--- config.mk ---
export PLATFORM = sky130hd
export DESIGN_NAME = mimo_dsp_sched_flat
export DESIGN_NICKNAME = d
export VERILOG_FILES = /design/src/rtl/mimo_dsp_pkg.sv /design/src/rtl/mimo_dsp_sched_if.sv /design/src/rtl/mimo_dsp_sched_rr_arbiter.sv /design/src/rtl/mimo_dsp_sched.sv /design/src/flat_wrapper.sv
export SDC_FILE = /design/constraint.sdc
export NUM_CORES = 1
export LEC_CHECK = 0
export CAP_MARGIN = 20
export CELL_PAD_IN_SITES_DETAIL_PLACEMENT = 2
export CELL_PAD_IN_SITES_GLOBAL_PLACEMENT = 2
export CORE_UTILIZATION = 28
export CTS_BUF_LIST = sky130_fd_sc_hd__clkbuf_4
export DETAILED_ROUTE_END_ITERATION = 10
export PLACE_DENSITY = 0.91
export SETUP_SLACK_MARGIN = 0.1
export SLEW_MARGIN = 20
export SYNTH_ARGS = -nofsm -noshare
export SYNTH_HDL_FRONTEND = slang
export SYNTH_SLANG_ARGS = --single-unit
--- constraint.sdc ---
create_clock -name clk -period 20.2 [get_ports clk]
set_input_delay 4.04 -clock clk [delete_from_list [all_inputs] [get_ports clk]]
set_output_delay 4.04 -clock clk [all_outputs]
set_load 0.1 [all_outputs]
--- src/rtl/mimo_dsp_pkg.sv ---
`default_nettype none
// ============================================================================
//  Module      : mimo_dsp_pkg
//  Description : Shared constants and tag type for the MIMO DSP scheduler.
//  Revision    : 1.0  initial release
// ============================================================================
package mimo_dsp_pkg;

   localparam int M          = 4;    // requesters sharing the engine
   localparam int N          = 4;    // lanes per vector
   localparam int DATA_WIDTH = 16;   // bits per lane
   localparam int DSP_LAT    = 1;    // engine latency, dsp_in -> dsp_out

   localparam int IDX_W = (M > 1) ? $clog2(M) : 1;
   localparam int VEC_W = N * DATA_WIDTH;
   localparam int BUS_W = M * VEC_W;

   // Owner tag that travels alongside a job through the engine latency
   typedef struct packed {
      logic             valid;
      logic [IDX_W-1:0] idx;
   } tag_t;

   localparam tag_t TAG_IDLE = '{valid: 1'b0, idx: '0};

endpackage
`default_nettype wire

--- src/rtl/mimo_dsp_sched_if.sv ---
`default_nettype none
// ============================================================================
//  Module      : mimo_dsp_sched_if
//  Description : Requester, response and engine bus of the MIMO DSP scheduler.
//  Revision    : 1.0  initial release
// ============================================================================
interface mimo_dsp_sched_if;
   import mimo_dsp_pkg::*;

   logic [M-1:0]     req_valid;
   logic [M-1:0]     req_ready;
   logic [BUS_W-1:0] req_data;
   logic [M-1:0]     resp_valid;
   logic [M-1:0]     resp_ready;
   logic [BUS_W-1:0] resp_data;
   logic [VEC_W-1:0] dsp_in;
   logic [VEC_W-1:0] dsp_out;
   logic             busy;

   // Environment side: requesters plus the DSP engine
   modport master (
      output req_valid, req_data, resp_ready, dsp_out,
      input  req_ready, resp_valid, resp_data, dsp_in, busy
   );

   // Scheduler side
   modport slave (
      input  req_valid, req_data, resp_ready, dsp_out,
      output req_ready, resp_valid, resp_data, dsp_in, busy
   );

endinterface
`default_nettype wire

--- src/rtl/mimo_dsp_sched_rr_arbiter.sv ---
`default_nettype none
// ============================================================================
//  Module      : rr_arbiter
//  Description : Round-robin arbiter, one-hot grant, pointer advances to the
//                granted index only when the grant is accepted.
//  Revision    : 1.0  initial release
// ============================================================================
module rr_arbiter #(
   parameter int WIDTH = 4,
   parameter int IDX_W = (WIDTH > 1) ? $clog2(WIDTH) : 1
) (
   input  wire logic             clk,
   input  wire logic             rst,
   input  wire logic [WIDTH-1:0] i_req,
   input  wire logic             i_accept,
   output logic      [WIDTH-1:0] o_grant,
   output logic      [IDX_W-1:0] o_grant_idx,
   output logic                  o_any
);

   logic [IDX_W-1:0] r_ptr;
   logic [IDX_W-1:0] w_cand;
   logic [WIDTH-1:0] w_grant;
   logic [IDX_W-1:0] w_idx;
   logic             w_any;

   // base + off wrapped into 0..WIDTH-1 (WIDTH need not be a power of two)
   function automatic logic [IDX_W-1:0] wrap_idx(input logic [IDX_W-1:0] base,
                                                 input int unsigned      off);
      int unsigned s;
      s = 32'(base) + off;
      if (s >= WIDTH) s = s - WIDTH;
      return IDX_W'(s);
   endfunction

   // First requester found searching upward from the slot after the pointer
   always_comb begin
      w_grant = '0;
      w_idx   = '0;
      w_any   = 1'b0;
      w_cand  = '0;
      for (int k = 1; k <= WIDTH; k++) begin
         w_cand = wrap_idx(r_ptr, k);
         if (!w_any && i_req[w_cand]) begin
            w_any          = 1'b1;
            w_grant[w_cand] = 1'b1;
            w_idx          = w_cand;
         end
      end
   end

   // Pointer starts at the top so index 0 has first priority after reset
   always_ff @(posedge clk or posedge rst) begin
      if (rst)
         r_ptr <= IDX_W'(WIDTH - 1);
      else if (i_accept && w_any)
         r_ptr <= w_idx;
   end

   assign o_grant     = w_grant;
   assign o_grant_idx = w_idx;
   assign o_any       = w_any;

endmodule
`default_nettype wire

--- src/rtl/mimo_dsp_sched.sv ---
`default_nettype none
// ============================================================================
//  Module      : mimo_dsp_sched
//  Description : Shares one N-lane MIMO DSP engine between M requesters with
//                round-robin issue, owner tagging through the engine latency
//                and per-requester response holding registers.
//  Revision    : 1.0  initial release
// ============================================================================
module mimo_dsp_sched
   import mimo_dsp_pkg::*;
(
   input wire logic        clk,
   input wire logic        rst,
   mimo_dsp_sched_if.slave bus
);

   logic [M-1:0]     r_slot_busy;
   logic [M-1:0]     r_resp_valid;
   logic [BUS_W-1:0] r_resp_data;
   logic [VEC_W-1:0] r_dsp_in;
   tag_t             r_tag [DSP_LAT+1];

   logic [M-1:0]     w_elig;
   logic [M-1:0]     w_grant;
   logic [IDX_W-1:0] w_win;
   logic             w_accept;
   tag_t             w_last;
   logic [M-1:0]     w_resp_take;

   // Reset also masks eligibility so req_ready stays low while rst is high
   assign w_elig      = bus.req_valid & ~r_slot_busy & {M{~rst}};
   assign w_resp_take = r_resp_valid & bus.resp_ready;
   assign w_last      = r_tag[DSP_LAT];

   // Every grant is taken in the same cycle (req_ready is the grant itself)
   rr_arbiter #(
      .WIDTH (M),
      .IDX_W (IDX_W)
   ) u_arb (
      .clk         (clk),
      .rst         (rst),
      .i_req       (w_elig),
      .i_accept    (w_accept),
      .o_grant     (w_grant),
      .o_grant_idx (w_win),
      .o_any       (w_accept)
   );

   // Issue stage: load the winner's vector; dsp_in holds when nothing issues
   always_ff @(posedge clk or posedge rst) begin
      if (rst) begin
         r_dsp_in <= '0;
         r_tag[0] <= TAG_IDLE;
      end else if (w_accept) begin
         r_dsp_in <= bus.req_data[w_win*VEC_W +: VEC_W];
         r_tag[0] <= '{valid: 1'b1, idx: w_win};
      end else begin
         r_tag[0] <= TAG_IDLE;
      end
   end

   // Tag delay line keeps the owner aligned with the engine output
   always_ff @(posedge clk or posedge rst) begin
      if (rst) begin
         for (int k = 1; k <= DSP_LAT; k++) r_tag[k] <= TAG_IDLE;
      end else begin
         for (int k = 1; k <= DSP_LAT; k++) r_tag[k] <= r_tag[k-1];
      end
   end

   // Response holding registers: capture on tagged result, clear on take
   always_ff @(posedge clk or posedge rst) begin
      if (rst) begin
         r_resp_valid <= '0;
         r_resp_data  <= '0;
      end else begin
         for (int i = 0; i < M; i++) begin
            if (w_last.valid && (w_last.idx == IDX_W'(i))) begin
               r_resp_valid[i]                <= 1'b1;
               r_resp_data[i*VEC_W +: VEC_W] <= bus.dsp_out;
            end else if (w_resp_take[i]) begin
               r_resp_valid[i] <= 1'b0;
            end
         end
      end
   end

   // One outstanding job per requester: busy from acceptance until its take
   always_ff @(posedge clk or posedge rst) begin
      if (rst) begin
         r_slot_busy <= '0;
      end else begin
         for (int i = 0; i < M; i++) begin
            if (w_grant[i])
               r_slot_busy[i] <= 1'b1;
            else if (w_resp_take[i])
               r_slot_busy[i] <= 1'b0;
         end
      end
   end

   assign bus.req_ready  = w_grant;
   assign bus.resp_valid = r_resp_valid;
   assign bus.resp_data  = r_resp_data;
   assign bus.dsp_in     = r_dsp_in;
   assign bus.busy       = |r_slot_busy;

endmodule
`default_nettype wire
--- src/flat_wrapper.sv ---
// flat-port wrapper written by rule: the top's interface ports become plain ports
module mimo_dsp_sched_flat import mimo_dsp_pkg::*;
  (clk, rst, bus_req_valid, bus_req_data, bus_resp_ready, bus_dsp_out, bus_req_ready, bus_resp_valid, bus_resp_data, bus_dsp_in, bus_busy);
  mimo_dsp_sched_if bus_i ();
  input wire logic clk;
  input wire logic rst;
  input wire logic [$bits(bus_i.req_valid)-1:0] bus_req_valid;
  input wire logic [$bits(bus_i.req_data)-1:0] bus_req_data;
  input wire logic [$bits(bus_i.resp_ready)-1:0] bus_resp_ready;
  input wire logic [$bits(bus_i.dsp_out)-1:0] bus_dsp_out;
  output wire logic [$bits(bus_i.req_ready)-1:0] bus_req_ready;
  output wire logic [$bits(bus_i.resp_valid)-1:0] bus_resp_valid;
  output wire logic [$bits(bus_i.resp_data)-1:0] bus_resp_data;
  output wire logic [$bits(bus_i.dsp_in)-1:0] bus_dsp_in;
  output wire logic [$bits(bus_i.busy)-1:0] bus_busy;
  assign bus_i.req_valid = bus_req_valid;
  assign bus_i.req_data = bus_req_data;
  assign bus_i.resp_ready = bus_resp_ready;
  assign bus_i.dsp_out = bus_dsp_out;
  assign bus_req_ready = bus_i.req_ready;
  assign bus_resp_valid = bus_i.resp_valid;
  assign bus_resp_data = bus_i.resp_data;
  assign bus_dsp_in = bus_i.dsp_in;
  assign bus_busy = bus_i.busy;
  mimo_dsp_sched u_core (.clk(clk), .rst(rst), .bus(bus_i));
endmodule
==> results of run 1 <==
## area by class of cell
type,count,area (um^2),share of cell area [%]
clock inverters,26,130,0.499
flip-flops and latches,336,8410,32.3
repair buffers,679,6740,25.9
clock buffers,146,1100,4.20
well taps,837,1050,4.02
multi-input cells,1168,8560,32.8
inverters,9,43.8,0.168
diodes,13,32.5,0.125
## layout by cell type (no fill, tap or decap), types with 6 or more instances in the layout
cell type,instances
diode_2,13
clkinv_1,17
nor3_1,64
o32ai_1,64
nand2_1,263
a211oi_1,184
o21ai_0,66
a21o_1,6
ha_1,8
a31o_2,52
o21ai_1,7
a22oi_1,64
mux2_2,256
nand3_1,65
buf_4,22
a211oi_2,9
dfrtp_1,334
a31o_1,12
inv_1,6
clkdlybuf4s50_1,652
clkbuf_4,146
## final timing paths
| path | slack [ps] | to | startpoint |
|---|---|---|---|
| worst max-delay path | 7820 | bus_req_ready[2] | rst |
| worst min-delay path | 350 | u_core.r_tag[0] | u_core.r_tag[3] |
| worst max register to register | 15320 | u_core.bus.dsp_in[9] | u_core.u_arb.r_ptr[0] |
| worst min register to register | 350 | u_core.r_tag[0] | u_core.r_tag[3] |
| max in group asynchronous | 14510 | u_core.bus.resp_data[19] | rst |
| min in group asynchronous | 4030 | u_core.bus.dsp_in[50] | rst |
## per-stage QoR
step	util [%]	cells	setup WS [ps]
final	41.9	3214	7820
after global routing	41.9	3208	7550
after CTS	41.9	3201	7650
after detailed placement	39.9	3029	7680
after global placement	39.9	3029	7860
after floorplan	-	1688	2160
## routing by layer
metal	up-vias	GRT usage, %	share of wire, %
met5	-	0	0.20
met4	26	13.5	4.6
met3	207	9.39	8.3
met2	720	49.0	50
met1	9177	30.2	37
li1	7612	-	-
## flip-flops by register name, summed over array words and instances, names as in the netlist
name / cells
u_core.r_slot_busy: 4
u_core.r_tag: 6
u_core.u_arb.r_ptr: 2
u_core.bus.resp_valid: 4
u_core.bus.resp_data: 256
u_core.bus.dsp_in: 64
## worst max-delay path: cells and delay by family
kind / cells / cell delay (ps)
AOI/OAI and AO/OA: 3 / 1130
buffers and inverters: 3 / 2550
and+or+nand+nor: 1 / 600
## kinds of logic (layout without fill, tap and decap cells)
group                    Yosys count  after routing
AO/OA/AOI/OAI                    481            481
AND/OR/NAND/NOR                  422            422
flip-flops                       336            336
multiplexers                     256            256
buffers and inverters            184            860
adder cells (fa/ha/maj)            8              8
XOR/XNOR                           1              1
other                              0             13
==> flow_metrics.py, run 1 <==
metrics = {
    "outcome": {
        "status": "complete, no violations",
    },
    "critical_path": {
        "critPathSlowestCell": "clkdlybuf4s50_1",
        "crit_required_ps": 16160,
        "end_kind": "primary output",
        "path_class": "input port to primary output",
        "start_kind": "input port",
        "path_cells": "clkdlybuf4s50_1, inv_8, o21ai_1, or4_1, a211oi_1, a221o_1, clkdlybuf4s50_1",
        "cp_common_cell": "clkdlybuf4s50_1",
        "crit_arrival_ps": 8340,
        "crit_fanout": 130,
        "reg2reg_depth": 9,
        "max_stage_delay_ps": 1150,
    },
    "logic_synthesis": {
        "synthFlopType": "dfrtp_1",
        "synth_cell_types": 49,
        "synth_top_family_by_area": "compound AO/OA/AOI/OAI gates",
        "syn-mean-instance-area_um2": 10.5,
        "synth_xor_area_share_pct": 0.0494,
        "synth_compound_area_share_pct": 20.6,
        "synth_seq_cells": 336,
        "ys_warn_count": 0,
        "synth_area_leaders": "dfrtp_1 47%, mux2_2 16%, a211oi_1 7.8%",
        "synthesis.nets": 2026,
        "yosys.cell_count.top_type": "dfrtp_1",
        "syn_inst": 1688,
        "netlist_area_um2": 17700,
        "synth_edf_count": 0,
        "yosysTopAreaCell": "dfrtp_1",
        "synth.area.mux_share_pct": 16.2,
        "ys_seq_area_share_pct": 47.4,
        "synthSimpleGateAreaFrac_pct": 10.4,
        "synthTopCellsByCount": "334 x dfrtp_1, 264 x nand2_1, 256 x mux2_2",
        "synthAdderAreaFrac_pct": 0.564,
        "synth_top_area_share_pct": 47.1,
        "ys_async_sr_fraction_pct": 100,
    },
    "placement": {
        "hpwl_mm": 60.6,
        "port_buffers": 658,
        "gp_congestion": 0.848,
        "postPlaceCellArea_um2": 24800,
    },
    "final_layout": {
        "final_area_um2": 26100,
        "drive_above_1_share_pct": 21.9,
        "n_fill_cell": 6530,
        "syn2layout_area_growth_pct": 46.9,
        "final_nets": 2630,
    },
    "grt": {
        "antenna_found_initial": 24,
        "grt_pass1_wl_mm": 135,
        "overflow": 0,
        "grt_usage_pct": 28.0,
        "grt_start_max_net_pins": 194,
        "grt_pass1_vias": 19920,
    },
    "detailed_routing": {
        "via_per_inst": 5.52,
        "ant_nets": 0,
        "drc": 0,
        "routedWlPerCell_um": 28.8,
        "vias": 17742,
        "drt_iter0_drc": 1017,
        "wl_mm": 92.6,
        "dr.pass1.iters": 5,
    },
    "sta": {
        "whs_ps": 351,
        "post-route-min-period_ps": 12380,
        "finalClockSkew_ps": 113,
        "max_freq_ghz": 0.0808,
        "fin_setup_tns_ps": 0,
        "worstMarginPinSlew_ps": 1180,
        "rsz0062_at_grt": "no",
        "slew_headroom_pct": 20.8,
        "report.final.setup_viol": 0,
        "finalCritPeriodShare_pct": 61.3,
        "final_hold_viol_count": 0,
        "final_max_slew_viol_count": 0,
    },
    "clock_network": {
        "clock_latency_ps": 880,
        "tritoncts": "done",
        "root_buffer": "clkbuf_4",
        "cts_sinks": 336,
        "h-tree-depth": 3,
        "cts-hold-fix-buffers": 0,
        "clockBufferDepth": 3,
        "cts_resized": 0,
        "cts_setup_buffers": 0,
        "numCtsBuffers": 98,
        "clk_pin_slew_ps": 60,
    },
    "run": {
        "drv_cap": 0,
    },
    "floorplan": {
        "core_um2": 62200,
        "die_h_um": 254,
        "ios": 659,
        "die_w_um": 254,
        "rows": 91,
        "dieArea_um2": 64400,
        "initial_core_util_pct": 28.5,
    },
    "hold_path": {
        "hold_path.class": "flop to flop",
        "hold-path-cell-count": 0,
    },
}
Power of run 1 is left out: the tool's default activity adds up to more than one toggle a clock period on the data nets, which glitch-free logic cannot reach.
==> run 2, diff against run 1 <==
--- a/config.mk
+++ b/config.mk
@@ -8,10 +8,10 @@
 export CAP_MARGIN = 20
 export CELL_PAD_IN_SITES_DETAIL_PLACEMENT = 2
 export CELL_PAD_IN_SITES_GLOBAL_PLACEMENT = 2
-export CORE_UTILIZATION = 28
+export CORE_UTILIZATION = 25
 export CTS_BUF_LIST = sky130_fd_sc_hd__clkbuf_4
 export DETAILED_ROUTE_END_ITERATION = 10
-export PLACE_DENSITY = 0.91
+export PLACE_DENSITY = 0.87
 export SETUP_SLACK_MARGIN = 0.1
 export SLEW_MARGIN = 20
 export SYNTH_ARGS = -nofsm -noshare
==> constraint.sdc (replaced) <==
create_clock -name clk -period 11.1 [get_ports clk]
set_input_delay 2.22 -clock clk [delete_from_list [all_inputs] [get_ports clk]]
set_output_delay 2.22 -clock clk [all_outputs]
set_load 0.1 [all_outputs]
==> run 2 against run 1 <==
Sequential cell count unchanged. Routed wire length is 2.5% lower. Worst setup slack got worse by 4700 ps. Utilization shrank 4.4 points. Design area increased by 0.92%. Critical path depth did not move. Global-route usage down 3.7 points. First-iteration DRC count shrank 30%. Clock skew is 44 ps lower. Sequential share of layout area decreased by 0.29 points. Die area rose by 12%. Non-clock buffer count increased by 3. Highest routed layer unchanged.
==> flow_metrics.py, run 2 (same netlist as run 1, synthesis figures left out) <==
metrics = {
    "outcome": {
        "status": "complete, no violations",
    },
    "run": {
        "drv_cap": 0,
    },
    "sta": {
        "report.final.setup_viol": 0,
        "max_freq_ghz": 0.126,
        "slew_headroom_pct": 18.4,
        "whs_ps": 355,
        "post-route-min-period_ps": 7960,
        "worstMarginPinSlew_ps": 1220,
        "finalClockSkew_ps": 68.6,
        "fin_setup_tns_ps": 0,
        "finalCritPeriodShare_pct": 71.7,
        "final_max_slew_viol_count": 0,
        "final_hold_viol_count": 0,
        "rsz0062_at_grt": "no",
    },
    "critical_path": {
        "rr_endpoint": "u_core.bus.dsp_in[62]",
        "crit_required_ps": 8880,
        "path_class": "flop to primary output",
        "r2r_setup_slack_ps": 5600,
        "end_kind": "primary output",
        "crit_arrival_ps": 5740,
        "critPathSlowestCell": "clkdlybuf4s50_1",
        "start_kind": "flop",
        "reg2reg_depth": 9,
        "crit_fanout": 102,
        "max_stage_delay_ps": 1250,
        "r2r_start": "u_core.u_arb.r_ptr[0]",
        "path_cells": "buf_4, nor3b_1, o21ai_1, nand2_4, a21oi_4, a221o_4, clkdlybuf4s50_1",
    },
    "detailed_routing": {
        "drt_iter0_drc": 714,
        "wl_mm": 90.2,
        "drc": 0,
        "vias": 17515,
        "dr.pass1.iters": 5,
        "routedWlPerCell_um": 27.2,
        "via_per_inst": 5.28,
        "ant_nets": 0,
    },
    "grt": {
        "grt_start_max_net_pins": 171,
        "overflow": 0,
        "grt_pass1_wl_mm": 132,
        "antenna_found_initial": 19,
        "grt_usage_pct": 24.3,
        "grt_pass1_vias": 19670,
    },
    "final_layout": {
        "stdcell_count": 3320,
        "final_util_pct": 37.5,
        "largest_register_ffs": 256,
        "final_cell_mix": "648 x clkdlybuf4s50_1, 334 x dfrtp_1, 263 x nand2_1",
        "final_nets": 2634,
        "drive_above_1_share_pct": 22.4,
        "final_common_cell": "clkdlybuf4s50_1",
        "syn2layout_area_growth_pct": 48.3,
    },
    "floorplan": {
        "rows": 97,
        "dieArea_um2": 72000,
        "ios": 659,
        "die_h_um": 268,
        "die_w_um": 268,
        "initial_core_util_pct": 25.3,
        "core_um2": 70100,
    },
    "clock_network": {
        "cts_setup_buffers": 0,
        "numCtsBuffers": 99,
        "clock_latency_ps": 850,
        "clockBufferDepth": 3,
        "root_buffer": "clkbuf_4",
        "h-tree-depth": 3,
        "clk_pin_slew_ps": 60,
        "cts_sinks": 336,
        "cts_resized": 0,
        "tritoncts": "done",
        "cts-hold-fix-buffers": 0,
    },
    "hold_path": {
        "worstHoldEndpoint": "u_core.r_tag[1]",
        "hold_start": "u_core.r_tag[4]",
        "hold_path.class": "flop to flop",
        "hold-path-cell-count": 0,
    },
    "placement": {
        "hpwl_mm": 60.8,
        "port_buffers": 658,
        "gp_congestion": 0.842,
        "dp.cells": 3135,
    },
}
[run 2: cell count changes in the layout (fill, tap and decap cells not counted), moves of 4 or more]
cell,before,now
buf_4,22,31
clkdlybuf4s50_1,652,648
diode_2,13,6
a221o_1,4,0
clkinv_1,17,23
a221o_4,0,4
[run 2: critical path, delay by kind of cell (launching register included)]
family	cells	cell delay [ps]
AND/OR/NAND/NOR	2	540
buffers and inverters	2	2190
AO/OA/AOI/OAI	3	1020
flip-flops	1	1130
[run 2: through the flow]
step                area, um^2  setup slack [ps]
floorplan                17800             -97.4
global placement         25000              3200
detailed placement       25000              3180
CTS                      26300              3020
global route             26300              2780
finish                   26300              3140
[run 2: area by class of cell]
cell class / instances / area, um^2
clock buffers: 143 / 1070
inverters: 9 / 40.0
diodes: 6 / 15.0
flip-flops and latches: 336 / 8410
multi-input cells: 1168 / 8630
fillers: 7435 / 43800
repair buffers: 682 / 6750
clock inverters: 36 / 209
well taps: 940 / 1180
[run 2: worst max-delay path by stage]
stage	start	end	slack [ps]	cells past startpoint
floorplan	rst	bus_req_ready[0]	-100	6
global placement	bus_req_valid[1]	bus_req_ready[2]	3200	7
detailed placement	bus_req_valid[1]	bus_req_ready[2]	3180	7
CTS	u_core.u_arb.r_ptr[0]	bus_req_ready[2]	3020	7
global route	u_core.u_arb.r_ptr[0]	bus_req_ready[2]	2780	7
finish	u_core.u_arb.r_ptr[0]	bus_req_ready[1]	3140	7
[run 2: metal layers]
metal	track usage, %	routed length [um]	up-vias
met3	8.06	7290	175
met1	25.3	32500	8988
met2	43.8	46500	692
li1	-	-	7636
met4	11.1	3820	24
met5	0	156	-
Power of run 2 is left out for the same reason.
==> run 3, diff against run 2 <==
==> constraint.sdc (replaced) <==
create_clock -name clk -period 7.05 [get_ports clk]
set_input_delay 1.41 -clock clk [delete_from_list [all_inputs] [get_ports clk]]
set_output_delay 1.41 -clock clk [all_outputs]
set_load 0.1 [all_outputs]
==> run 3 against run 2 <==
Die area unchanged. Count of clock-buffer cells in the layout up 7. Non-clock buffer count decreased by 2. Sequential cell count stayed put. Sequential share of layout area hardly changed. Utilization about the same. Worst setup slack lost 2000 ps. Worst hold slack lost 2.5 ps. Global-route usage about the same. Largest cell class unchanged.
==> flow_metrics.py, run 3 (same netlist as run 1, synthesis figures left out) <==
metrics = {
    "sta": {
        "final_max_slew_viol_count": 0,
        "max_freq_ghz": 0.170,
        "slew_headroom_pct": 16.3,
        "worstMarginPinSlew_ps": 1250,
        "report.final.setup_viol": 0,
        "final_hold_viol_count": 0,
        "finalCritPeriodShare_pct": 83.2,
        "finalClockSkew_ps": 92.5,
        "rsz0062_at_grt": "no",
        "post-route-min-period_ps": 5870,
    },
    "detailed_routing": {
        "dr.pass1.iters": 7,
        "ant_nets": 0,
        "routedWlPerCell_um": 27.3,
        "drc": 0,
        "vias": 17579,
        "via_per_inst": 5.31,
        "wl_mm": 90.5,
        "drt_iter0_drc": 771,
    },
    "floorplan": {
        "ios": 659,
        "rows": 97,
        "core_um2": 70100,
        "die_w_um": 268,
        "die_h_um": 268,
        "dieArea_um2": 72000,
        "initial_core_util_pct": 25.3,
    },
    "placement": {
        "hpwl_mm": 60.7,
        "gp_congestion": 0.819,
        "port_buffers": 658,
        "dp.cells": 3133,
    },
    "final_layout": {
        "final_common_cell": "clkdlybuf4s50_1",
        "syn2layout_area_growth_pct": 48.1,
        "final_nets": 2629,
        "largest_register_ffs": 256,
        "final_cell_mix": "644 x clkdlybuf4s50_1, 334 x dfrtp_1, 263 x nand2_1",
        "stdcell_count": 3312,
        "seqCellArea_um2": 8410,
        "n_fill_cell": 7500,
        "drive_above_1_share_pct": 22.7,
        "multi_input_area_um2": 8620,
    },
    "critical_path": {
        "reg2reg_depth": 10,
        "crit_required_ps": 5640,
        "crit_arrival_ps": 4460,
        "crit_fanout": 67,
        "end_kind": "primary output",
        "path_class": "flop to primary output",
        "start_kind": "flop",
    },
    "clock_network": {
        "cts-hold-fix-buffers": 0,
        "clock_latency_ps": 860,
        "h-tree-depth": 3,
        "clk_pin_slew_ps": 70,
        "clockBufferDepth": 3,
        "cts_sinks": 336,
        "cts_setup_buffers": 0,
        "root_buffer": "clkbuf_4",
        "numCtsBuffers": 96,
        "tritoncts": "done",
        "cts_resized": 0,
    },
    "grt": {
        "grt_start_max_net_pins": 193,
        "antenna_found_initial": 24,
        "overflow": 0,
        "grt_usage_pct": 24.3,
        "grt_pass1_vias": 19403,
        "grt_pass1_wl_mm": 132,
    },
    "outcome": {
        "status": "complete, no violations",
    },
    "hold_path": {
        "hold_path.class": "flop to flop",
        "hold-path-cell-count": 0,
    },
    "run": {
        "drv_cap": 0,
    },
}
[run 3: cell count changes in the layout (fill, tap and decap cells not counted), sizes merged, moves of 2 or more]
cell	previous run	this run
clkinvlp	1	3
buf	34	36
clkdlybuf4s50	648	644
clkbuf	143	150
clkinv	30	16
[run 3: metal layers]
layer	wire (um)	share of wire (%)	up-vias	track usage (%)
met5	194	0.21	-	0
met4	4100	4.5	30	11.9
met3	6770	7.5	218	7.16
met2	45800	51	690	42.9
met1	33600	37	9027	26.5
li1	-	-	7614	-
[run 3: cell type report]
class | count | share of cell area [%]
antenna | 7 | 0.0667
clock buffer | 150 | 4.29
clock inverter | 22 | 0.467
inverter | 9 | 0.152
multi-input combinational | 1168 | 32.8
sequential | 336 | 32.0
tap | 940 | 4.48
timing repair buffer | 680 | 25.7
[run 3: path summary, 6_finish.rpt]
kind	from	slack [ps]	end
min	u_core.r_tag[4]	350	u_core.r_tag[1]
max in group asynchronous	rst	4210	u_core.bus.resp_data[238]
max	u_core.u_arb.r_ptr[0]	1180	bus_req_ready[0]
min reg2reg	u_core.r_tag[4]	350	u_core.r_tag[1]
max reg2reg	u_core.u_arb.r_ptr[0]	2130	u_core.bus.dsp_in[27]
min in group asynchronous	rst	1330	u_core.bus.resp_data[249]
[run 3: metrics by stage]
step | utilization [%] | setup slack [ps] | TNS [ps] | hold slack [ps] | instance area [um^2]
after floorplan | - | -2530 | -100310 | 331 | 17900
after global placement | 35.7 | 1710 | 0 | 333 | 25000
after detailed placement | 35.6 | 1540 | 0 | 338 | 25000
after CTS | 37.4 | 984 | 0 | 354 | 26300
after global routing | 37.4 | 939 | 0 | 357 | 26300
final | 37.5 | 1180 | 0 | 352 | 26300
[run 3: critical path, cell delays in order, from the launching register on]
cell,delay [ps]
dfstp_4,1050
inv_4,400
ha_1,480
inv_1,70
or4_1,550
a211oi_2,450
a221o_4,260
buf_4,310
Power of run 3 is left out for the same reason.
